[src/rtl/sc2110_sync_pkg.sv]
// Shared constants and types for the SC2110 embedded-sync encoder.
// Sync words are FFF 000 000 XYZ; the XYZ code identifies SOF/SAV/EAV/EOF.
package sc2110_sync_pkg;

    localparam logic [11:0] SYNC_W0  = 12'hFFF;
    localparam logic [11:0] SYNC_W12 = 12'h000;
    localparam logic [11:0] CODE_SOF = 12'hAB0;
    localparam logic [11:0] CODE_EOF = 12'hB60;
    localparam logic [11:0] CODE_SAV = 12'h800;
    localparam logic [11:0] CODE_EAV = 12'h9D0;

    typedef enum logic [2:0] {
        ST_IDLE,
        ST_SOF,
        ST_ACTIVE,
        ST_EOF,
        ST_VBLANK
    } enc_state_t;

    typedef enum logic [2:0] {
        SLOT_BLANK,
        SLOT_PIX,
        SLOT_SOF,
        SLOT_SAV,
        SLOT_EAV,
        SLOT_EOF
    } slot_t;

    // Word at position idx (0..3) of a four-word sync sequence of the given kind.
    function automatic logic [11:0] code_word(input slot_t s, input logic [1:0] idx);
        logic [11:0] w;
        case (idx)
            2'd0:    w = SYNC_W0;
            2'd1,
            2'd2:    w = SYNC_W12;
            default: begin
                case (s)
                    SLOT_SOF: w = CODE_SOF;
                    SLOT_SAV: w = CODE_SAV;
                    SLOT_EAV: w = CODE_EAV;
                    SLOT_EOF: w = CODE_EOF;
                    default:  w = SYNC_W12;
                endcase
            end
        endcase
        return w;
    endfunction

endpackage

[src/rtl/sc2110_sync_timing.sv]
// Line/frame timing for the SC2110 sync encoder: h/v counters, frame FSM
// and per-slot decode (slot kind, index inside a sync sequence, pixel request).
//
// state     | meaning
// ----------+-----------------------------------------------------------
// ST_IDLE   | stream stopped, counters held at 0, waiting for I_enable
// ST_SOF    | one line carrying the SOF code, rest blank
// ST_ACTIVE | V_ACTIVE lines: SAV, H_ACTIVE pixels, EAV, blank filler
// ST_EOF    | one line carrying the EOF code, rest blank
// ST_VBLANK | V_BLANK all-blank lines; frame boundary on the last slot
module sc2110_sync_timing
    import sc2110_sync_pkg::*;
#(
    parameter int H_ACTIVE = 1920,
    parameter int H_BLANK  = 280,
    parameter int V_ACTIVE = 1080,
    parameter int V_BLANK  = 40
) (
    input  logic       I_clk,
    input  logic       I_rst,
    input  logic       I_enable,
    output enc_state_t state,
    output slot_t      slot,
    output logic [1:0] code_idx,
    output logic       pix_req,
    output logic       frame_done
);

    localparam int H_TOTAL = 4 + H_ACTIVE + 4 + H_BLANK;
    localparam int HW      = $clog2(H_TOTAL);
    localparam int V_MAX   = (V_ACTIVE > V_BLANK) ? V_ACTIVE : V_BLANK;
    localparam int VW      = $clog2(V_MAX + 1);

    enc_state_t      state_nxt;
    logic [HW-1:0]   h_cnt;
    logic [VW-1:0]   v_cnt;
    logic            line_end;
    logic            last_active;
    logic            last_blank;

    assign line_end    = (h_cnt == HW'(H_TOTAL - 1));
    assign last_active = (v_cnt == VW'(V_ACTIVE - 1));
    assign last_blank  = (v_cnt == VW'(V_BLANK - 1));
    assign frame_done  = (state == ST_VBLANK) && line_end && last_blank;

    // State register.
    always_ff @(posedge I_clk) begin
        if (I_rst) state <= ST_IDLE;
        else       state <= state_nxt;
    end

    // Next-state: IDLE leaves immediately (h_cnt is held at 0), all others at line wrap.
    always_comb begin
        state_nxt = state;
        case (state)
            ST_IDLE:   if (I_enable) state_nxt = ST_SOF;
            ST_SOF:    if (line_end) state_nxt = ST_ACTIVE;
            ST_ACTIVE: if (line_end && last_active) state_nxt = ST_EOF;
            ST_EOF:    if (line_end) state_nxt = ST_VBLANK;
            ST_VBLANK: if (line_end && last_blank) state_nxt = I_enable ? ST_SOF : ST_IDLE;
            default:   state_nxt = ST_IDLE;
        endcase
    end

    // Slot counter per line and line counter per state; v_cnt restarts on every state change.
    always_ff @(posedge I_clk) begin
        if (I_rst || state == ST_IDLE) begin
            h_cnt <= '0;
            v_cnt <= '0;
        end else begin
            h_cnt <= line_end ? '0 : h_cnt + HW'(1);
            if (line_end) v_cnt <= (state_nxt != state) ? '0 : v_cnt + VW'(1);
        end
    end

    // Slot decode from state and h_cnt.
    always_comb begin
        slot     = SLOT_BLANK;
        code_idx = h_cnt[1:0];
        pix_req  = 1'b0;
        case (state)
            ST_SOF: if (h_cnt < HW'(4)) slot = SLOT_SOF;
            ST_ACTIVE: begin
                if (h_cnt < HW'(4)) begin
                    slot = SLOT_SAV;
                end else if (h_cnt < HW'(4 + H_ACTIVE)) begin
                    slot    = SLOT_PIX;
                    pix_req = 1'b1;
                end else if (h_cnt < HW'(8 + H_ACTIVE)) begin
                    slot = SLOT_EAV;
                    // EAV starts at 4+H_ACTIVE; only the low two bits of the offset matter.
                    code_idx = h_cnt[1:0] - 2'(H_ACTIVE % 4);
                end
            end
            ST_EOF: if (h_cnt < HW'(4)) slot = SLOT_EOF;
            default: ;
        endcase
    end

endmodule

[src/rtl/sc2110_sync_encoder.sv]
// SC2110 embedded-sync encoder: emits a 12-bit stream with FFF 000 000 XYZ
// codes around upstream pixels. Optional macro SC2110_SYNC_ENC_DATA_CLIP_EN
// remaps pixel FFF->FFE and 000->001 so payload can never mimic a sync prefix.
module sc2110_sync_encoder
    import sc2110_sync_pkg::*;
#(
    parameter int          H_ACTIVE   = 1920,
    parameter int          H_BLANK    = 280,
    parameter int          V_ACTIVE   = 1080,
    parameter int          V_BLANK    = 40,
    parameter logic [11:0] BLANK_WORD = 12'h040
) (
    input  logic        I_clk,
    input  logic        I_rst,
    input  logic        I_enable,
    input  logic [11:0] I_pix_data,
    output logic        O_pix_req,
    output logic [11:0] O_data,
    output logic        O_data_valid,
    output logic [15:0] O_frame_cnt,
    output logic        O_busy
);

    enc_state_t  state;
    slot_t       slot;
    logic [1:0]  code_idx;
    logic        frame_done;
    logic [11:0] pix_word;
    logic [11:0] word_nxt;

    sc2110_sync_timing #(
        .H_ACTIVE (H_ACTIVE),
        .H_BLANK  (H_BLANK),
        .V_ACTIVE (V_ACTIVE),
        .V_BLANK  (V_BLANK)
    ) u_timing (
        .I_clk      (I_clk),
        .I_rst      (I_rst),
        .I_enable   (I_enable),
        .state      (state),
        .slot       (slot),
        .code_idx   (code_idx),
        .pix_req    (O_pix_req),
        .frame_done (frame_done)
    );

    assign O_busy = (state != ST_IDLE);

    // Pixel payload, optionally clipped away from the sync prefix values.
    always_comb begin
`ifdef SC2110_SYNC_ENC_DATA_CLIP_EN
        if (I_pix_data == 12'hFFF)      pix_word = 12'hFFE;
        else if (I_pix_data == 12'h000) pix_word = 12'h001;
        else                            pix_word = I_pix_data;
`else
        pix_word = I_pix_data;
`endif
    end

    // Word mux: idle emits 000, otherwise pixel, filler or sync code.
    always_comb begin
        word_nxt = 12'h000;
        if (state != ST_IDLE) begin
            case (slot)
                SLOT_PIX:   word_nxt = pix_word;
                SLOT_BLANK: word_nxt = BLANK_WORD;
                default:    word_nxt = code_word(slot, code_idx);
            endcase
        end
    end

    // Output register and completed-frame counter.
    always_ff @(posedge I_clk) begin
        if (I_rst) begin
            O_data       <= 12'h000;
            O_data_valid <= 1'b0;
            O_frame_cnt  <= 16'h0000;
        end else begin
            O_data       <= word_nxt;
            O_data_valid <= (state != ST_IDLE);
            if (frame_done) O_frame_cnt <= O_frame_cnt + 16'd1;
        end
    end

endmodule

[config.mk]
export PLATFORM = sky130hd
export DESIGN_NAME = sc2110_sync_encoder
export DESIGN_NICKNAME = d
export VERILOG_FILES = /design/src/rtl/sc2110_sync_pkg.sv /design/src/rtl/sc2110_sync_timing.sv /design/src/rtl/sc2110_sync_encoder.sv
export SDC_FILE = /design/constraint.sdc
export NUM_CORES = 1
export LEC_CHECK = 0
export CORE_MARGIN = 2
export CORE_UTILIZATION = 48
export CTS_CLUSTER_SIZE = 8
export DETAILED_ROUTE_END_ITERATION = 8
export GPL_ROUTABILITY_DRIVEN = 0
export PLACE_DENSITY = 0.81
export SYNTH_ARGS = -nofsm -noshare
export SYNTH_HDL_FRONTEND = slang
export SYNTH_SLANG_ARGS = --single-unit
[constraint.sdc]
create_clock -name I_clk -period 2.4 [get_ports I_clk]
set_clock_uncertainty 0.15 [all_clocks]
set_input_delay 0.24 -clock I_clk [delete_from_list [all_inputs] [get_ports I_clk]]
set_output_delay 0.24 -clock I_clk [all_outputs]
set_load 0.005 [all_outputs]
After elaboration in Yosys (flattened, before gate mapping):

Index checks and enable logic that the tools add are counted.

* reductions and logical operators: 12
* eq/ne operators: 15
* bitwise logic cells: 1
* add/subtract/negate cells: 3
* $lt $le $gt $ge: 3
* multiplexer cells: 20

Operators with widths (count)
* $pmux 12 s2: 2
* $pmux 12 s4: 1
* $mux 3: 9
* $lt 12x11->1 const B: 2
* $add 16x1->16 const B: 1
* $pmux 3 s5: 1
* $add 12x1->12 const B: 1
* $eq 12x12->1 const B: 1
* $eq 3x2->1 const B: 4
* $lt 12x3->1 const B: 1
* $add 11x1->11 const B: 1
* $eq 11x11->1 const B: 1
* $eq 11x6->1 const B: 1
* $mux 11: 1
* $eq 3x3->1 const B: 3
* $pmux 3 s3: 1
* $eq 3x1->1 const B: 2
* $logic_not 3->1: 2
* $reduce_or 2->1: 3
* $logic_and 1x1->1: 4
* $mux 1: 4
* $ne 3x3->1: 1
* $reduce_bool 3->1: 1
* $eq 2x1->1 const B: 1
* other kinds (5): 5

* logic and storage cells: 60
* output and inout bits: 31
* flip-flop bits (word level): 55
* input port bits: 15

Depth between registers and ports, before layout:

* depth after elaboration: 9
* mapped depth: 8
* gate-level depth less buffers: 6

Modules after synthesis:

Synthesis repeated with hierarchy kept, for this count alone.

* cell total of the unflattened synthesis: 322
* area total of the unflattened synthesis: 2772.7 um^2

By module, submodules not included
* sc2110_sync_timing: cells an instance 181, seq. area each 520.5 um^2, area an instance 1497.7 um^2, instances 1
* sc2110_sync_encoder: cells an instance 141, seq. area each 580.6 um^2, area an instance 1275.0 um^2, instances 1

Worst setup path after synthesis:

OpenSTA, ideal clock, no wires.

* path kind: reg2reg
* start: register u_timing.h_cnt[0]
* end: register O_frame_cnt[10]
* path buffers: 2
* cell stages (with the launch flop): 9
* data required time: 2.180 ns
* clock period less this slack: 2.615 ns
* library setup time: 0.070 ns
* slack: -0.215 ns
* arrival time: 2.395 ns
* cells stage by stage: dfxtp_1 ha_1 nand4_1 or3_1 buf_6 or3_4 buf_6 or4_1 a21oi_1

* longest elaborated chain between the ends: 3

Ends and longest elaborated chain
* start, declared: line sc2110_sync_timing.sv:35 `logic [HW-1:0] h_cnt;`
* start signal, assigned: line sc2110_sync_timing.sv:71 `h_cnt <= line_end ? '0 : h_cnt + HW'(1);`
* $eq 12x12->1: line sc2110_sync_timing.sv:41 `assign line_end = (h_cnt == HW'(H_TOTAL - 1));`
* $logic_and 1x1->1 (2 in a row): line sc2110_sync_timing.sv:44 `assign frame_done = (state == ST_VBLANK) && line_end && last_blank;`
* end signal, assigned: line sc2110_sync_encoder.sv:81 `if (frame_done) O_frame_cnt <= O_frame_cnt + 16'd1;`
* end, declared: line sc2110_sync_encoder.sv:20 `output logic [15:0] O_frame_cnt,`

No other way between the ends.
A chain may end at the register's enable or synchronous reset.

Worst setup path in the final report:

* start: register u_timing.h_cnt[9]
* end: register O_frame_cnt[6]

Same word-level chain as after synthesis.

==> impl_metrics.json <==
{
  "cp.required_ns": 2.50,
  "dp.cells": 456,
  "pre_cts_slack_ns": 0.06568,
  "worst_slack_ns": 0.05516,
  "syn_area_um2": 2704,
  "die_y_um": 79.06,
  "synth-seq-cells": 55,
  "grt_setup_unrepaired": "no",
  "antennaDiodeCount": 0,
  "fin_tns_setup_ns": 0,
  "num_rows": 27,
  "drive_gt1_share_pct": 12.94,
  "met3_usage_pct": 3.977,
  "drtIter0Drc": 159,
  "h-tree-depth": 2,
  "grt_pass1_wl_um": 10780,
  "io_buffers": 45,
  "startpoint_type": "flip-flop",
  "clk_path_buf_depth": 2,
  "synth_top_area_share_pct": 40.72,
  "drc_errors": 0,
  "grtUsageTotal_pct": 21.26,
  "nets": 412,
  "coreArea_um2": 5473,
  "met2_usage_pct": 33.98,
  "grt_pass1_vias": 2361,
  "clock_latency_ns": 0.31,
  "routedWlPerCell_um": 14.25,
  "hold_ws_ns": 0.2984,
  "leakagePower_nw": 1.234,
  "grt_overflow": 0,
  "nFillCells": 459,
  "numCtsBuffers": 5,
  "hold_path.class": "flip-flop to flip-flop",
  "synth.distinct_cells": 45,
  "cp_max_fo": 6,
  "fmax_mhz": 426.5,
  "die_area_um2": 6250,
  "synth_edf_count": 0,
  "grt_busiest_layer": "met2",
  "clock-root-buffer": "clkbuf_8",
  "dieWidth_um": 79.06,
  "cts_tree": "done",
  "synth_nets": 349,
  "cts.sinks": 55,
  "path_class": "flip-flop to flip-flop",
  "drt_first_pass_iters": 5,
  "pin_count": 46,
  "area_delta_synth_final_pct": 31.47,
  "post-route-period-util_pct": 97.70,
  "finalSetupViolCount": 0,
  "fin_crit_ns": 2.345,
  "fin_area_um2": 3555,
  "total_power_mw": 1.771,
  "start_util_pct": 49.41,
  "power_density_nw_per_um2": 498.3,
  "hold_viol": 0,
  "seq_area_frac_synth_pct": 40.72,
  "ys.flop_type": "dfxtp_1",
  "utilization_pct": 64.95,
  "drt_wl_total_um": 6639,
  "yosys_warnings": 0,
  "slew_headroom_pct": 54.32,
  "worstPathArrival_ns": 2.45,
  "grt_use_met1_pct": 28.51,
  "via_count": 2647,
  "instances_no_fill": 466,
  "detail-route-antenna-nets": 0,
  "syn_avg_cell_area_um2": 8.193,
  "grt_max_degree": 22,
  "tightestPinTransition_ns": 0.6790,
  "antenna_found_initial": 0,
  "end_kind": "flip-flop",
  "synth_area_leaders": "dfxtp_1, nand2_1, xor2_1, a21oi_1, nor2_1",
  "synth_top_area_cell": "dfxtp_1",
  "via_per_inst": 5.680,
  "synthCells": 330,
  "status": "finished, final reports clean",
  "clk_pin_slew_ns": 0.09,
  "dp_hpwl_um": 4611,
  "max-cap-violations": 0,
  "synthArstFlopShare_pct": 0,
  "ir_worst_vdd_v": 0.0002900,
  "maxSlewViolCount": 0,
  "placed_area_um2": 3373
}
## cell usage in the layout, fill, tap and decap left out, types with 3 or more instances in the layout
cell             instances
a2bb2oi_1                3
a32oi_1                  4
nand2b_1                 3
xor2_1                  14
or3_4                    3
nand4_1                 16
and3_1                   8
nor4_1                  12
nor2_1                  32
o21ai_0                  8
and2_1                   4
nand2_1                 34
buf_4                   26
a21oi_1                 23
dfxtp_1                 51
dfxtp_2                  3
ha_1                     3
nor3_1                  13
xnor2_1                 12
nand3_1                 14
clkdlybuf4s50_1         44
o31ai_1                  3
clkbuf_8                 5
or3_1                    7
nor2b_1                  3
inv_1                    8
## worst paths after layout
path | startpoint | endpoint | slack, ns | depth (start not counted)
worst min-delay path | u_timing.h_cnt[0] | u_timing.h_cnt[0] | 0.30 | 1
worst max-delay path | u_timing.h_cnt[9] | O_frame_cnt[6] | 0.06 | 5
worst min register to register | u_timing.h_cnt[0] | u_timing.h_cnt[0] | 0.30 | 1
worst max register to register | u_timing.h_cnt[9] | O_frame_cnt[6] | 0.06 | 5
## flip-flops by register name (all words and copies together), names as in the netlist
signal          count
u_timing.h_cnt     12
O_data_valid        1
u_timing.state      3
O_data             12
u_timing.v_cnt     11
O_frame_cnt        16
## layer usage
| layer | wire length (µm) | part of all wire [%] |
|---|---|---|
| met3 | 449 | 6.8 |
| met5 | 0 | 0 |
| met1 | 2933 | 44 |
| met2 | 3141 | 47 |
| met4 | 115 | 1.7 |
## cells by family (layout without fill, tap and decap cells)
family	after synthesis	in the layout	synth area share, %
multiplexers	1	1	0.4164
AND/OR/NAND/NOR	164	165	31.93
AO/OA/AOI/OAI	55	55	12.63
adder cells (fa/ha/maj)	4	4	1.851
flip-flops	55	55	40.72
XOR/XNOR	26	26	8.422
buffers and inverters	25	88	4.026
## power by group
part           total [mW]  switching, mW  internal, mW
Sequential          0.926        0.00410         0.922
Clock               0.721          0.305         0.416
Combinational       0.124         0.0617        0.0622
Total                1.77          0.371          1.40
## cells in the mapped netlist (2+ instances only)
cell	count
nor3b_1	2
a211oi_1	2
dfxtp_1	55
nand2b_1	3
or3b_2	2
o22ai_1	2
o31ai_1	3
nand2_1	34
a2bb2oi_1	3
nand3_1	14
inv_1	8
nor4_1	12
and3_1	8
or4_1	3
or3_1	8
or3_4	2
buf_6	2
o21ai_0	8
ha_1	4
a32oi_1	4
xnor2_1	12
nor2_1	32
clkbuf_1	13
nor3_1	14
nor4b_1	3
nand4_1	16
a31oi_1	2
and2_1	4
a21oi_1	24
xor2_1	14
nor2b_1	3
## worst max-delay path, stage by stage, from the launching register on
cell	delay (ns)
dfxtp_4	0.37
or3_4	0.39
or3_4	0.35
or3_4	0.40
or4_4	0.50
a21oi_2	0.12
## cell type report
cell class / count / area (µm²) / share of cell area (%)
Clock buffer: 5 / 68.82 / 1.936
Clock inverter: 3 / 67.56 / 1.901
Inverter: 9 / 33.78 / 0.9504
Multi-Input combinational cell: 251 / 1538 / 43.26
Sequential cell: 55 / 1109 / 31.19
Tap cell: 72 / 90.09 / 2.534
Timing Repair Buffer: 71 / 648.1 / 18.23
## repair_timing
item,in CTS,in global routing
resized for setup,1,7
setup buffers,0,1
pin swaps,0,3
hold buffers,0,0
setup endpoints to repair,1,2
cloned,0,1
Power figures use the tool's default switching activity.
